File: config.mk
export PLATFORM = sky130hd
export DESIGN_NAME = enoc_inject_sched
export DESIGN_NICKNAME = d
export VERILOG_FILES = /design/src/rtl/enoc_sched_pkg.sv /design/src/rtl/enoc_rr_picker.sv /design/src/rtl/enoc_inject_sched.sv
export SDC_FILE = /design/constraint.sdc
export NUM_CORES = 1
export LEC_CHECK = 0
export ABC_AREA = 1
export BUFFER_PORTS_ARGS = -buffer_cell sky130_fd_sc_hd__buf_2
export CAP_MARGIN = 20
export CELL_PAD_IN_SITES_DETAIL_PLACEMENT = 0
export CELL_PAD_IN_SITES_GLOBAL_PLACEMENT = 1
export CORE_AREA = 2 2 114 116
export CTS_BUF_LIST = sky130_fd_sc_hd__clkbuf_4
export DETAILED_ROUTE_END_ITERATION = 10
export DIE_AREA = 0 0 116 118
export PLACE_DENSITY = 0.88
export SLEW_MARGIN = 0
export SYNTH_ARGS = -nofsm -noshare
export SYNTH_HDL_FRONTEND = slang
export SYNTH_SLANG_ARGS = --single-unit
File: constraint.sdc
create_clock -name clk -period 9.1 [get_ports clk]
set_clock_uncertainty 0.15 [all_clocks]
set_input_delay 1.82 -clock clk [delete_from_list [all_inputs] [get_ports clk]]
set_output_delay 1.82 -clock clk [all_outputs]
set_load 0.02 [all_outputs]
File: src/rtl/enoc_sched_pkg.sv
// rtl/enoc_sched_pkg.sv - shared types and round-robin helper for the ENoC injection scheduler
package enoc_sched_pkg;

    localparam int DEST_W    = 6;
    localparam int DATA_W    = 32;
    localparam int MAX_SRC   = 16;
    localparam int MAX_SRC_W = 4;

    typedef struct packed {
        logic              valid;
        logic [DEST_W-1:0] dest;
        logic [DATA_W-1:0] data;
    } packet_t;

    typedef enum logic {
        EMPTY = 1'b0,
        FULL  = 1'b1
    } sched_state_e;

    // First set bit of req[0..n-1] scanning ptr, ptr+1, ... wrapping at n; 0 when none set.
    function automatic int unsigned rr_pick(input logic [MAX_SRC-1:0] req,
                                            input int unsigned ptr,
                                            input int unsigned n);
        int unsigned j;
        logic        found;
        rr_pick = 0;
        found   = 1'b0;
        for (int unsigned k = 0; k < MAX_SRC; k++) begin
            j = ptr + k;
            if (j >= n) j = j - n;
            if ((k < n) && !found && req[j[MAX_SRC_W-1:0]]) begin
                rr_pick = j;
                found   = 1'b1;
            end
        end
    endfunction

endpackage

File: src/rtl/enoc_rr_picker.sv
// rtl/enoc_rr_picker.sv - combinational rotate-priority encoder
module enoc_rr_picker
    import enoc_sched_pkg::*;
#(
    parameter int N_SRC = 4,
    localparam int IDX_W = $clog2(N_SRC)
) (
    input  logic [N_SRC-1:0] req,
    input  logic [IDX_W-1:0] ptr,
    output logic             any,
    output logic [IDX_W-1:0] idx
);

    always_comb begin
        any = |req;
        idx = IDX_W'(rr_pick(MAX_SRC'(req), 32'(ptr), N_SRC));
    end

endmodule

File: src/rtl/enoc_inject_sched.sv
// rtl/enoc_inject_sched.sv - per-node injection scheduler: round-robin with bounded bursts
module enoc_inject_sched
    import enoc_sched_pkg::*;
#(
    parameter int N_SRC     = 4,
    parameter int MAX_BURST = 8,
    parameter int CNT_W     = 8,
    localparam int IDX_W    = $clog2(N_SRC)
) (
    input  logic             clk,
    input  logic             rst,
    input  packet_t          src_pkt [N_SRC],
    input  logic [N_SRC-1:0] src_val,
    output logic [N_SRC-1:0] src_rdy,
    input  logic             net_full,
    output packet_t          pkt_out,
    output logic [IDX_W-1:0] grant_id,
    output logic [CNT_W-1:0] stall_cnt
);

    localparam int              BW        = $clog2(MAX_BURST + 1);
    localparam logic [BW-1:0]   BURST_MAX = BW'(MAX_BURST);
    localparam logic [CNT_W-1:0] STALL_MAX = '1;

    sched_state_e     state;
    logic [IDX_W-1:0] rr_ptr;
    logic [IDX_W-1:0] last;
    logic             last_vld;
    logic [BW-1:0]    burst_cnt;

    logic [N_SRC-1:0] others;
    logic             keep_last;
    logic             can_load;
    logic             xfer;
    logic             pick_any;
    logic [IDX_W-1:0] pick_idx;
    logic [IDX_W-1:0] sel;
    packet_t          load_pkt;

    enoc_rr_picker #(.N_SRC(N_SRC)) u_picker (
        .req (src_val),
        .ptr (rr_ptr),
        .any (pick_any),
        .idx (pick_idx)
    );

    // The burst limit only bites when some other source is actually waiting.
    always_comb begin
        others    = src_val & ~(N_SRC'(1) << last);
        keep_last = last_vld & src_val[last] & ((burst_cnt < BURST_MAX) | ~(|others));
        sel       = keep_last ? last : pick_idx;
        can_load  = (state == EMPTY) | ~net_full;
        xfer      = ~rst & can_load & pick_any;
        src_rdy   = xfer ? (N_SRC'(1) << sel) : '0;
        load_pkt       = src_pkt[sel];
        load_pkt.valid = 1'b1;
    end

    always_ff @(posedge clk) begin
        if (rst) begin
            state     <= EMPTY;
            pkt_out   <= '0;
            grant_id  <= '0;
            stall_cnt <= '0;
            rr_ptr    <= '0;
            burst_cnt <= '0;
            last      <= '0;
            last_vld  <= 1'b0;
        end else if (xfer) begin
            state     <= FULL;
            pkt_out   <= load_pkt;
            grant_id  <= sel;
            stall_cnt <= '0;
            last      <= sel;
            last_vld  <= 1'b1;
            if (last_vld && (sel == last))
                burst_cnt <= (burst_cnt == BURST_MAX) ? burst_cnt : burst_cnt + 1'b1;
            else
                burst_cnt <= BW'(1);
            rr_ptr <= (sel == IDX_W'(N_SRC - 1)) ? '0 : sel + 1'b1;
        end else if (state == FULL) begin
            if (!net_full) begin
                state         <= EMPTY;
                pkt_out.valid <= 1'b0;
                stall_cnt     <= '0;
            end else if (stall_cnt != STALL_MAX) begin
                stall_cnt <= stall_cnt + 1'b1;
            end
        end
    end

endmodule

==> impl_metrics.json <==
{
  "final_cell_mix": "nand2_1, buf_2, nand3_1, dfxtp_1, inv_1",
  "rows": 41,
  "cts_root_buf": "clkbuf_4",
  "cts_htree_levels": 3,
  "io_pins": 216,
  "n_fill_cell": 1473,
  "postSynthCellCount": 649,
  "report.final.slew_viol_count": 0,
  "grtUsageTotal_pct": 19.8,
  "r2r_cells": 17,
  "synth_warnings": 0,
  "wl_per_cell_um": 12.7,
  "final_nets": 1014,
  "avgViaCountPerCell": 4.59,
  "dpl.hpwl_um": 9340,
  "worst_path_max_delay_cell": "buf_4",
  "startpoint_type": "input port",
  "die-area_mm2": 0.0137,
  "setup_viol": 0,
  "crit_required_ns": 7.13,
  "path_max_fanout": 92,
  "worst_pin_slew_ns": 0.941,
  "drt-total-wl_um": 13000,
  "holdBufCountCts": 0,
  "syn_area_mm2": 0.00388,
  "min_path_type": "reg2reg",
  "worstHoldPathCells": 2,
  "drtAntennaViolNets": 0,
  "design.core.area_mm2": 0.0124,
  "synth_nets": 823,
  "insertion_delay_ns": 0.42,
  "p_per_area_mw_per_mm2": 387,
  "layout-drive-gt1-share_pct": 29.7,
  "cpPeakStageDelay_ns": 0.54,
  "worstSetupEndpointType": "primary output",
  "setup_ws_ns": 2.46,
  "grt_max_degree": 93,
  "initial_core_util_pct": 31.3,
  "overflow": 0,
  "tns_ns": 0,
  "ir_worst_vdd_mv": 0.224,
  "drv_cap": 0,
  "synth-seq-area-share_pct": 29.4,
  "route.detailed.drc": 0,
  "antenna_found_initial": 1,
  "grt_pass1_vias": 4554,
  "fmax_mhz": 151,
  "portBuffers": 211,
  "synth_area_per_cell_um2": 5.98,
  "rsz0062_at_grt": "no",
  "min_period_ns": 6.64,
  "gp_congestion": 0.843,
  "cts_setup_buffers": 0,
  "vias": 4677,
  "cts_resized": 0,
  "pre_cts_slack_ns": 2.40,
  "crit_arrival_ns": 4.67,
  "syn_to_final_growth_pct": 32.4,
  "clock_sinks": 57,
  "hold_viol": 0,
  "grt_pass1_wl_um": 21700,
  "status": "finished, final reports clean",
  "cts_inserted_buffers": 9,
  "ys_ff_latch": 57,
  "clkTransAtPathRegs_ns": 0.10,
  "synth_cell_types": 33,
  "cts_tree": "yes",
  "path_class": "in2out",
  "dieHeight_um": 118,
  "path_cells": "buf_2 > nand2_1 > nand3_1 > inv_2 > nor2_2 > nor2_2 > nand2_1 > nand3_1 > nand3_2 > nand2_4 > inv_2 > buf_4 > ha_1 > inv_1 > nor2_1 > buf_2",
  "die_w_um": 116,
  "max_slew_margin_pct": 37.3,
  "finalCritPeriodShare_pct": 73.0,
  "drt_iter0_drc": 286,
  "cts_buffer_depth": 2,
  "drtPass1Iterations": 4,
  "power.leakage_nw": 2.87,
  "final_common_cell": "nand2_1"
}
path summary, 6_finish.rpt:
kind / from / to / slack [ns]
min: pkt_out[16] / pkt_out[16] / 0.30
min reg2reg: pkt_out[16] / pkt_out[16] / 0.30
max reg2reg: rr_ptr[0] / pkt_out[4] / 5.19
max: src_val[2] / src_rdy[1] / 2.46
synth_stat cells, drive strengths merged:
master | count | area [µm²]
o22ai | 2 | 12.5
buf | 28 | 180
nor4 | 1 | 6.26
o31ai | 1 | 7.51
xor2 | 1 | 8.76
o32ai | 1 | 16.3
a21oi | 13 | 68.8
nor2 | 18 | 82.6
and3 | 1 | 6.26
o211ai | 12 | 90.1
clkbuf | 7 | 26.3
a211oi | 1 | 7.51
ha | 11 | 138
a21boi | 1 | 7.51
o21ai | 17 | 85.1
nand3 | 130 | 661
nand2 | 281 | 1070
nor3 | 4 | 20.0
nand4 | 5 | 31.3
inv | 57 | 216
dfxtp | 57 | 1140
state kept, by name, summed over array words and instances (netlist names):
register,cells
last_vld,1
rr_ptr,2
burst_cnt,4
stall_cnt,8
last,2
state,1
pkt_out,39
kinds of logic (layout without fill, tap and decap cells):
logic type	Yosys count	in the layout	share of synthesized area, %
compound gates	48	48	7.61
flops	57	57	29.4
buf+inv	92	288	10.9
other cells	0	1	0
simple gates	440	440	48.3
fa+ha+maj	11	11	3.55
xor+xnor	1	1	0.226
layout make-up:
type	instances	area, µm²	share of cell area [%]
Multi-Input combinational cell	500	2330	45.4
Sequential cell	57	1140	22.2
Timing Repair Buffer	215	1090	21.1
Inverter	57	216	4.21
Tap cell	172	215	4.19
Clock inverter	7	78.8	1.53
Clock buffer	9	67.6	1.31
Antenna cell	1	2.50	0.0487
layer usage:
layer	track usage, %	vias to the layer above	share of wire, %
li1	-	2473	-
met1	23.9	2059	42
met2	34.5	137	50
met3	5.36	8	6.5
met4	4.84	0	0.93
met5	0	-	0
power breakdown:
| group | switching, mW | leakage [nW] | internal [mW] | total, mW |
|---|---|---|---|---|
| logic | 0.950 | 2.33 | 0.442 | 1.39 |
| registers | 0.0570 | 0.474 | 0.343 | 0.400 |
| clock network | 0.114 | 0.0688 | 0.0853 | 0.199 |
| total | 1.12 | 2.87 | 0.870 | 1.99 |
critical path: cells and delay by family:
family | cells | cell delay (ns)
adders and majority gates | 1 | 0.26
buffers and inverters | 6 | 1.25
and+or+nand+nor | 9 | 1.31
metrics by stage:
stage                     hold WS [ns]  cell area [µm²]  total power [mW]  util (%)  cells
after floorplan                  0.295             3880              1.52         -    649
after global placement           0.283             4990              1.81      40.2   1001
after detailed placement         0.285             4990              1.81      40.2   1001
after CTS                        0.306             5140              2.02      41.4   1017
after global routing             0.323             5140              2.23      41.4   1018
final                            0.303             5140              1.99      41.4   1018
(Power assumes the default switching activity.)
